[src/rtl/uart_rx_ovs.sv]
// uart_rx_ovs: oversampling UART receiver with majority vote, parity/framing/break detection and valid/ready output.
// Defining UART_RX_FIFO_EN replaces the single output register with a FIFO_DEPTH-entry show-ahead FIFO.
module uart_rx_ovs #(
  parameter int DATA_BITS  = 8,
  parameter int OVS        = 16,
  parameter int DIV_W      = 16,
  parameter int FIFO_DEPTH = 4
) (
  input  logic                 clk,
  input  logic                 rst,
  input  logic [DIV_W-1:0]     baud_div,
  input  logic                 parity_en,
  input  logic                 parity_odd,
  input  logic                 stop2,
  input  logic                 rx,
  output logic                 m_valid,
  input  logic                 m_ready,
  output logic [DATA_BITS-1:0] m_data,
  output logic                 m_perr,
  output logic                 m_ferr,
  output logic                 overrun,
  output logic                 break_det,
  output logic                 busy
);
  localparam int OW = $clog2(OVS);
  localparam int BW = $clog2(DATA_BITS + 1);
  typedef enum logic [2:0] {IDLE, START, DATA, PARITY, STOP} state_t;
  state_t state_q, state_d;
  logic [1:0] sync_q;
  logic [DIV_W-1:0] div_q, div_d;
  logic [OW-1:0] ovs_q, ovs_d;
  logic [BW-1:0] bit_q, bit_d;
  logic [DATA_BITS-1:0] data_q, data_d;
  logic [1:0] smp_q, smp_d;
  logic pen_q, pen_d, podd_q, podd_d, s2_q, s2_d, arm_q, arm_d;
  logic perr_q, perr_d, ferr_q, ferr_d, brk_q, brk_d, pvote_q, pvote_d;
  logic ovr_q, brk_out_q;
  logic rxs, tick, vote_pt, bit_end, vote, done;
  logic [DATA_BITS+1:0] word;
  assign rxs = sync_q[1];
  assign tick = div_q == baud_div;
  assign vote_pt = tick && ovs_q == OW'(OVS / 2 + 1);
  assign bit_end = tick && ovs_q == OW'(OVS - 1);
  assign vote = (smp_q[0] & smp_q[1]) | (smp_q[0] & rxs) | (smp_q[1] & rxs);
  assign word = {data_q, perr_q, ferr_d};
  assign busy = state_q != IDLE;
  assign overrun = ovr_q;
  assign break_det = brk_out_q;
  always_comb begin
    state_d = state_q;
    ovs_d = tick ? (bit_end ? '0 : ovs_q + 1'b1) : ovs_q;
    bit_d = bit_q;
    data_d = data_q;
    smp_d = smp_q;
    pen_d = pen_q;
    podd_d = podd_q;
    s2_d = s2_q;
    arm_d = (tick && rxs) ? 1'b1 : arm_q;
    perr_d = perr_q;
    ferr_d = ferr_q;
    brk_d = brk_q;
    pvote_d = pvote_q;
    done = 1'b0;
    div_d = (tick || div_q > baud_div) ? '0 : div_q + 1'b1;
    if (tick && ovs_q == OW'(OVS / 2 - 1)) smp_d[0] = rxs;
    if (tick && ovs_q == OW'(OVS / 2)) smp_d[1] = rxs;
    case (state_q)
      IDLE: begin
        ovs_d = '0;
        if (tick && !rxs && arm_q) begin
          state_d = START;
          bit_d = '0;
          pen_d = parity_en;
          podd_d = parity_odd;
          s2_d = stop2;
          perr_d = 1'b0;
          ferr_d = 1'b0;
          brk_d = 1'b0;
          pvote_d = 1'b0;
        end
      end
      START: begin
        if (vote_pt && vote) state_d = IDLE;
        else if (bit_end) state_d = DATA;
      end
      DATA: begin
        if (vote_pt) data_d = {vote, data_q[DATA_BITS-1:1]};
        if (bit_end) begin
          bit_d = bit_q == BW'(DATA_BITS - 1) ? '0 : bit_q + 1'b1;
          if (bit_q == BW'(DATA_BITS - 1)) state_d = pen_q ? PARITY : STOP;
        end
      end
      PARITY: begin
        if (vote_pt) begin
          perr_d = vote ^ (^data_q) ^ podd_q;
          pvote_d = vote;
        end
        if (bit_end) state_d = STOP;
      end
      STOP: begin
        if (vote_pt) begin
          ferr_d = ferr_q | ~vote;
          // break is judged on the first stop vote; a second stop bit only affects ferr
          if (bit_q == '0) brk_d = data_q == '0 && !pvote_q && !vote;
          if (bit_q != '0 || !s2_q) begin
            done = 1'b1;
            state_d = IDLE;
          end
        end
        if (bit_end) bit_d = BW'(1);
      end
      default: state_d = IDLE;
    endcase
    if (done && ferr_d) arm_d = 1'b0;
  end
  always_ff @(posedge clk) begin
    if (rst) begin
      state_q <= IDLE;
      sync_q <= 2'b11;
      div_q <= '0;
      ovs_q <= '0;
      bit_q <= '0;
      data_q <= '0;
      smp_q <= '0;
      {pen_q, podd_q, s2_q} <= '0;
      arm_q <= 1'b1;
      {perr_q, ferr_q, brk_q, pvote_q} <= '0;
      brk_out_q <= 1'b0;
    end else begin
      state_q <= state_d;
      sync_q <= {sync_q[0], rx};
      div_q <= div_d;
      ovs_q <= ovs_d;
      bit_q <= bit_d;
      data_q <= data_d;
      smp_q <= smp_d;
      {pen_q, podd_q, s2_q} <= {pen_d, podd_d, s2_d};
      arm_q <= arm_d;
      {perr_q, ferr_q, brk_q, pvote_q} <= {perr_d, ferr_d, brk_d, pvote_d};
      brk_out_q <= done && brk_d;
    end
  end
`ifdef UART_RX_FIFO_EN
  localparam int AW = $clog2(FIFO_DEPTH);
  logic [DATA_BITS+1:0] mem_q [FIFO_DEPTH];
  logic [AW-1:0] wp_q, rp_q;
  logic [AW:0] cnt_q;
  logic full, pop, push;
  assign full = cnt_q == (AW + 1)'(FIFO_DEPTH);
  assign pop = m_valid && m_ready;
  assign push = done && (!full || pop);
  assign m_valid = cnt_q != '0;
  assign {m_data, m_perr, m_ferr} = m_valid ? mem_q[rp_q] : '0;
  always_ff @(posedge clk) begin
    if (rst) begin
      wp_q <= '0;
      rp_q <= '0;
      cnt_q <= '0;
      ovr_q <= 1'b0;
    end else begin
      if (push) mem_q[wp_q] <= word;
      if (push) wp_q <= wp_q + 1'b1;
      if (pop) rp_q <= rp_q + 1'b1;
      cnt_q <= cnt_q + (AW + 1)'(push) - (AW + 1)'(pop);
      ovr_q <= done && !push;
    end
  end
`else
  logic [DATA_BITS+1:0] out_q;
  logic vld_q, load;
  assign load = done && (!vld_q || m_ready);
  assign m_valid = vld_q;
  assign {m_data, m_perr, m_ferr} = out_q;
  always_ff @(posedge clk) begin
    if (rst) begin
      out_q <= '0;
      vld_q <= 1'b0;
      ovr_q <= 1'b0;
    end else begin
      if (load) out_q <= word;
      vld_q <= load || (vld_q && !m_ready);
      ovr_q <= done && !load;
    end
  end
`endif
endmodule

[config.mk]
export PLATFORM = sky130hd
export DESIGN_NAME = uart_rx_ovs
export DESIGN_NICKNAME = d
export VERILOG_FILES = /design/src/rtl/uart_rx_ovs.sv
export SDC_FILE = /design/constraint.sdc
export NUM_CORES = 1
export LEC_CHECK = 0
export ABC_CLOCK_PERIOD_IN_PS = 6500
export CORE_UTILIZATION = 60
export CTS_BUF_LIST = sky130_fd_sc_hd__clkbuf_16
export DETAILED_ROUTE_END_ITERATION = 10
export PLACE_DENSITY = 0.84
export SLEW_MARGIN = 20
export SYNTH_ARGS = -nofsm -noshare
export SYNTH_HDL_FRONTEND = slang
export SYNTH_SLANG_ARGS = --single-unit
[constraint.sdc]
create_clock -name clk -period 6.5 [get_ports clk]
set_input_delay 0.975 -clock clk [delete_from_list [all_inputs] [get_ports clk]]
set_output_delay 0.975 -clock clk [all_outputs]
set_load 0.01 [all_outputs]
## Word-level counts from Yosys, hierarchy flattened

Cells that the tools add are included.

- $add $sub $neg: 3
- $lt $le $gt $ge: 1
- Eq/ne operators: 19
- Muxes and demuxes: 33
- Bitwise gates (word level): 9
- Reduce and logical (&&, ||, !) cells: 42

Operator list:

| cell | number |
|---|---|
| 3-bit two-way mux | 9 |
| 4-bit two-way mux | 5 |
| 16-bit by 1-bit adder with 16-bit output (second input constant) | 1 |
| 16-bit == test | 1 |
| 16-bit greater-than comparator | 1 |
| 2-bit != test (second input constant) | 8 |
| 1-bit logical AND | 15 |
| 3-bit case mux with 5 select lines | 1 |
| 1-bit two-way mux | 13 |
| 4-bit == test (second input constant) | 3 |
| 4-bit case mux with 3 select lines | 1 |
| 4-bit by 1-bit adder with 4-bit output (second input constant) | 2 |
| 4-bit by 3-bit == test with 1-bit output (second input constant) | 2 |
| 8-bit logical NOT | 1 |
| 1-bit case mux with 2 select lines | 4 |
| 8-bit parity | 1 |
| 1-bit logical NOT | 7 |
| 7-bit AND reduction | 1 |
| 3-bit by 2-bit == test with 1-bit output (second input constant) | 2 |
| 3-bit nonzero test | 2 |
| 4-bit logical NOT | 1 |
| 1-bit logical OR | 4 |
| 2-bit AND reduction | 2 |
| 4-bit AND reduction | 1 |
| 12 further kinds | 19 |

- Bits in registers: 60
- Bits of input ports: 23
- Word-level logic and storage cells: 127

## Longest topological paths before layout

- Word-level depth: 9
- Depth in mapped cells: 9
- Depth with buffers taken out: 7

## Worst setup path before layout

No wires, ideal clock.

- Path type: input -> register
- From: input baud_div[13]
- To: register out_q[2]
- Setup time: 128 ps
- Arrival time: 2,829 ps
- Data required time: 6,372 ps
- Path slack: 3,543 ps
- Stages on the path: 9
- Buffers on the path: 2
- Cells stage by stage: inv_1 -> ha_1 -> nand4_4 -> or4_4 -> buf_6 -> nor4_4 -> buf_6 -> mux2i_1 -> nor2_1

- Word-level cells in the longest chain between the ends: 5

Ends and longest elaborated chain:

| what | line | RTL |
|---|---|---|
| start, declared | 11 | `input logic [DIV_W-1:0] baud_div,` |
| 16-bit == test | 41 | `assign tick = div_q == baud_div;` |
| 1-bit logical AND | 42 | `assign vote_pt = tick && ovs_q == OW'(OVS / 2 + 1);` |
| 1-bit two-way mux | 101 | `if (vote_pt) begin` |
| 1-bit two-way mux | 67 | `case (state_q)` |
| 1-bit logical AND | 171 | `assign load = done && (!vld_q \|\| m_ready);` |
| end signal, assigned | 180 | `if (load) out_q <= word;` |
| end, declared | 169 | `logic [DATA_BITS+1:0] out_q;` |

No other way between the ends.
A chain may end at the register's enable or synchronous reset.

## Final worst setup path

- From: input baud_div[3]
- To: register out_q[9]

Same word-level chain as after synthesis.

==> metrics.txt <==
run status=completed; overall die width=~77 um; hold-fix buffers at CTS=0; total design power=0.8286 mW; final worst hold slack=411.9 ps; static power due to leakage=1.567 nW; number of nets in the final layout=466; count of clock tree sinks=60; I/O pins=37; Initial Utilization=0.6359; placed cells=476; Synthesis Warnings=0; 1st-iter DRT viols=194; post-layout minimum cycle time=~3700 ps; Max Clk Rate=273.1 MHz; portion of netlist area occupied by mux cells=0.04808; number of enable-type register cells in the synthesized netlist=0; main combinational cell family by area after synthesis=simple AND/OR/NAND/NOR gates; final setup fails=0; clk_lat worst skew=about 330 ps; total number of vias=2,889; post-detailed-route DRC marker count=0; syn nets=431; unique cell type count in the Yosys netlist=54; hold path depth=1; worst slack, placed=approximately 2600 ps; CTS tree=done; number of cells in the finished layout apart from fillers=491; share of the clock period used by the worst path=0.5634; initial antenna violation count=0; post-CTS clock slew at the launch and capture registers of the worst setup and hold paths=about 50 ps; critical path startpoint category=input pin; wirelength, routed=7607 um; synthesized-area fraction occupied by ao, oa, aoi and oai cells=0.1127; Post-CTS Resized=0; reg2reg start=div_q[0]; die area=0.005853 sq mm; Worst Path Max Fanout=11; fraction of the yosys area taken by sequential cells=0.3606; Hold Path Origin=sync_q[0]; cell type with the largest total area after synthesis=sky130_fd_sc_hd__dfxtp_1; simple-gate portion of the synthesized area=0.2686; Sequential cell area=between 0.001 and 0.0015 sq mm; setup repair after global routing missed its margin=false; area of the multi-input gates=0.001954 sq mm; Detailed Place HPWL=5044 um; arrival time reported for the critical path endpoint=3870 ps; Routed wire per std cell=between 15 and 20 um; async set-reset flop share out of synthesis=0; number of buffers created by CTS=9; Crit Reg-Reg Endpoint=out_q[9]; classification of the worst setup path=input pin to flip-flop; Synth Instances=382; largest net degree at the start of global routing=46; class of the most critical hold timing path=flip-flop to flip-flop; leading cell types by total area after synthesis=sky130_fd_sc_hd__dfxtp_1, sky130_fd_sc_hd__ha_1, sky130_fd_sc_hd__nand2_1, sky130_fd_sc_hd__mux2i_1, sky130_fd_sc_hd__inv_1; XOR/XNOR Fraction of Synth Area=0.05259; Max Cap Violations=0; proportion of layout cells with a drive suffix above 1=0.08551; number of H-tree branching levels=3; gr usage total=0.2778; cell breakdown of the critical path=clkdlybuf4s50_1, inv_1, ha_1, nand4_1, or4_4, nor4_4, mux2i_1, nor2_1; power per standard cell area=207.3 mW/mm^2; transition time at the pin with the least slew margin=slightly below 1000 ps; share of synthesized cell area in full adder, half adder and majority cells=0.1007; final worst-path setup slack=~2800 ps; Layout area overhead=20.02%; endpoint of the worst hold-timing path=sync_q[1]; standard cell core area=0.005238 sq mm; Primary FF master, synth=sky130_fd_sc_hd__dfxtp_1; minimum setup slack among reg-to-reg paths=3560 ps; Die Ht=76.51 um; average vias per placed instance=5.884; most repeated cell in the gate-level netlist after synthesis=sky130_fd_sc_hd__dfxtp_1; Hold Vio Cnt, Final=0; GR Overflow Total=0; post-route clock skew=between 7 and 8 ps; via count of the first global-routing pass=approximately 2.8k; critical path endpoint category=flip-flop; Slowest Stage Delay on Critical Path=~810 ps; clock root buffer=sky130_fd_sc_hd__clkbuf_16; Post-CTS Setup Repair Bufs=0; number of fill cells in the layout=approximately 380; number of iterations in the first detailed-routing pass=4; number of max-slew violations in the final report=0; FF+latch count, synth=60; Max IR drop VDD=134.9 uV; Antenna Diode Count=0; worst path required time=between 6000 and 7000 ps; number of placement rows=26; Post-Synthesis Mean Instance Area=8.719 sq um; Slew headroom=0.3511; number of port buffers=36; depth of the most critical reg-to-reg path=7; routability congestion estimate=0.8608; share of the synthesized area in the top cell type=0.3606; cell at the slowest stage of the critical path=sky130_fd_sc_hd__nor4_4; number of routed nets with antenna violations=0; Post-Route Setup TNS=0 ps; top cell types by occurrence after synthesis=sky130_fd_sc_hd__dfxtp_1, sky130_fd_sc_hd__nand2_1, sky130_fd_sc_hd__inv_1; number of buffers on the longest clock path=2; Post-Synthesis Cell Area=0.003331 sq mm; global-route wire length before repair=12,860 um
-- how the worst max path moves through the flow --
stage	start	to	slack, ps	cells after the start
detailed placement	baud_div[3]	out_q[4]	2580	8
finish	baud_div[3]	out_q[9]	2840	8
floorplan	baud_div[13]	out_q[2]	3540	9
global placement	baud_div[3]	out_q[9]	2610	8
global route	baud_div[3]	out_q[4]	2670	8
CTS	baud_div[3]	out_q[9]	2880	8
-- critical path: cells and delay by family --
family | cells | cell delay (ps)
AND/OR/NAND/NOR | 4 | 1770
adder cells (fa/ha/maj) | 1 | 300
multiplexers | 1 | 310
buffers and inverters | 2 | 500
-- layout by cell type, fill, tap and decap left out, types with 3 or more instances in the layout --
master                            instances
sky130_fd_sc_hd__a211oi_1                 4
sky130_fd_sc_hd__a21o_1                   9
sky130_fd_sc_hd__a21oi_1                 19
sky130_fd_sc_hd__a31o_2                   3
sky130_fd_sc_hd__and3_1                   3
sky130_fd_sc_hd__clkbuf_16                9
sky130_fd_sc_hd__clkdlybuf4s50_1         36
sky130_fd_sc_hd__clkinv_2                 3
sky130_fd_sc_hd__dfxtp_1                 60
sky130_fd_sc_hd__ha_1                    26
sky130_fd_sc_hd__inv_1                   33
sky130_fd_sc_hd__mux2i_1                 16
sky130_fd_sc_hd__nand2_1                 46
sky130_fd_sc_hd__nand2b_1                 4
sky130_fd_sc_hd__nand3_1                  8
sky130_fd_sc_hd__nand4_1                 11
sky130_fd_sc_hd__nor2_1                  25
sky130_fd_sc_hd__nor2b_1                  5
sky130_fd_sc_hd__nor3_1                  14
sky130_fd_sc_hd__nor4b_1                  9
sky130_fd_sc_hd__o21ai_0                 10
sky130_fd_sc_hd__or4_1                    3
sky130_fd_sc_hd__xnor2_1                  9
sky130_fd_sc_hd__xor2_1                  11
-- cell type report --
| type | count | share of cell area |
|---|---|---|
| Clock buffer | 9 | 0.05634 |
| Clock inverter | 6 | 0.008451 |
| Tap cell | 70 | 0.02191 |
| Inverter | 32 | 0.03005 |
| Timing Repair Buffer | 38 | 0.09390 |
| Multi-Input combinational cell | 276 | 0.4889 |
| Sequential cell | 60 | 0.3005 |
-- registers in the layout, indices dropped and copies added (netlist names), 2 cells and up --
| signal | cells |
|---|---|
| sync_q | 2 |
| state_q | 3 |
| smp_q | 2 |
| bit_q | 4 |
| div_q | 16 |
| data_q | 8 |
| out_q | 10 |
| ovs_q | 4 |
-- power by group --
part           leakage, nW  internal, mW  switching, mW
Clock                0.128         0.251          0.164
Combinational        0.954        0.0218         0.0184
Sequential           0.484         0.371        0.00249
Total                 1.57         0.644          0.185
-- metal layers --
layer  global-route usage  vias to the layer above  share of wire
met4               0.1096                        0          0.021
met2               0.4811                       79           0.50
li1                     -                     1409              -
met1               0.3336                     1382           0.43
met5                    0                        -              0
met3              0.05988                       19          0.046
-- stage by stage --
stage | instance area [sq um] | util
after detailed placement | 3730 | 0.7121
final | 3998 | 0.7633
after global placement | 3730 | 0.7121
after global routing | 3998 | 0.7633
after floorplan | 3331 | -
after CTS | 3989 | 0.7616
-- cell families after synthesis --
group,after synthesis
buffers and inverters,46
AND/OR/NAND/NOR,156
flip-flops,60
AO/OA/AOI/OAI,57
adder cells (fa/ha/maj),27
multiplexers,16
XOR/XNOR,20
Note: power is estimated with default switching activity, not from simulation.
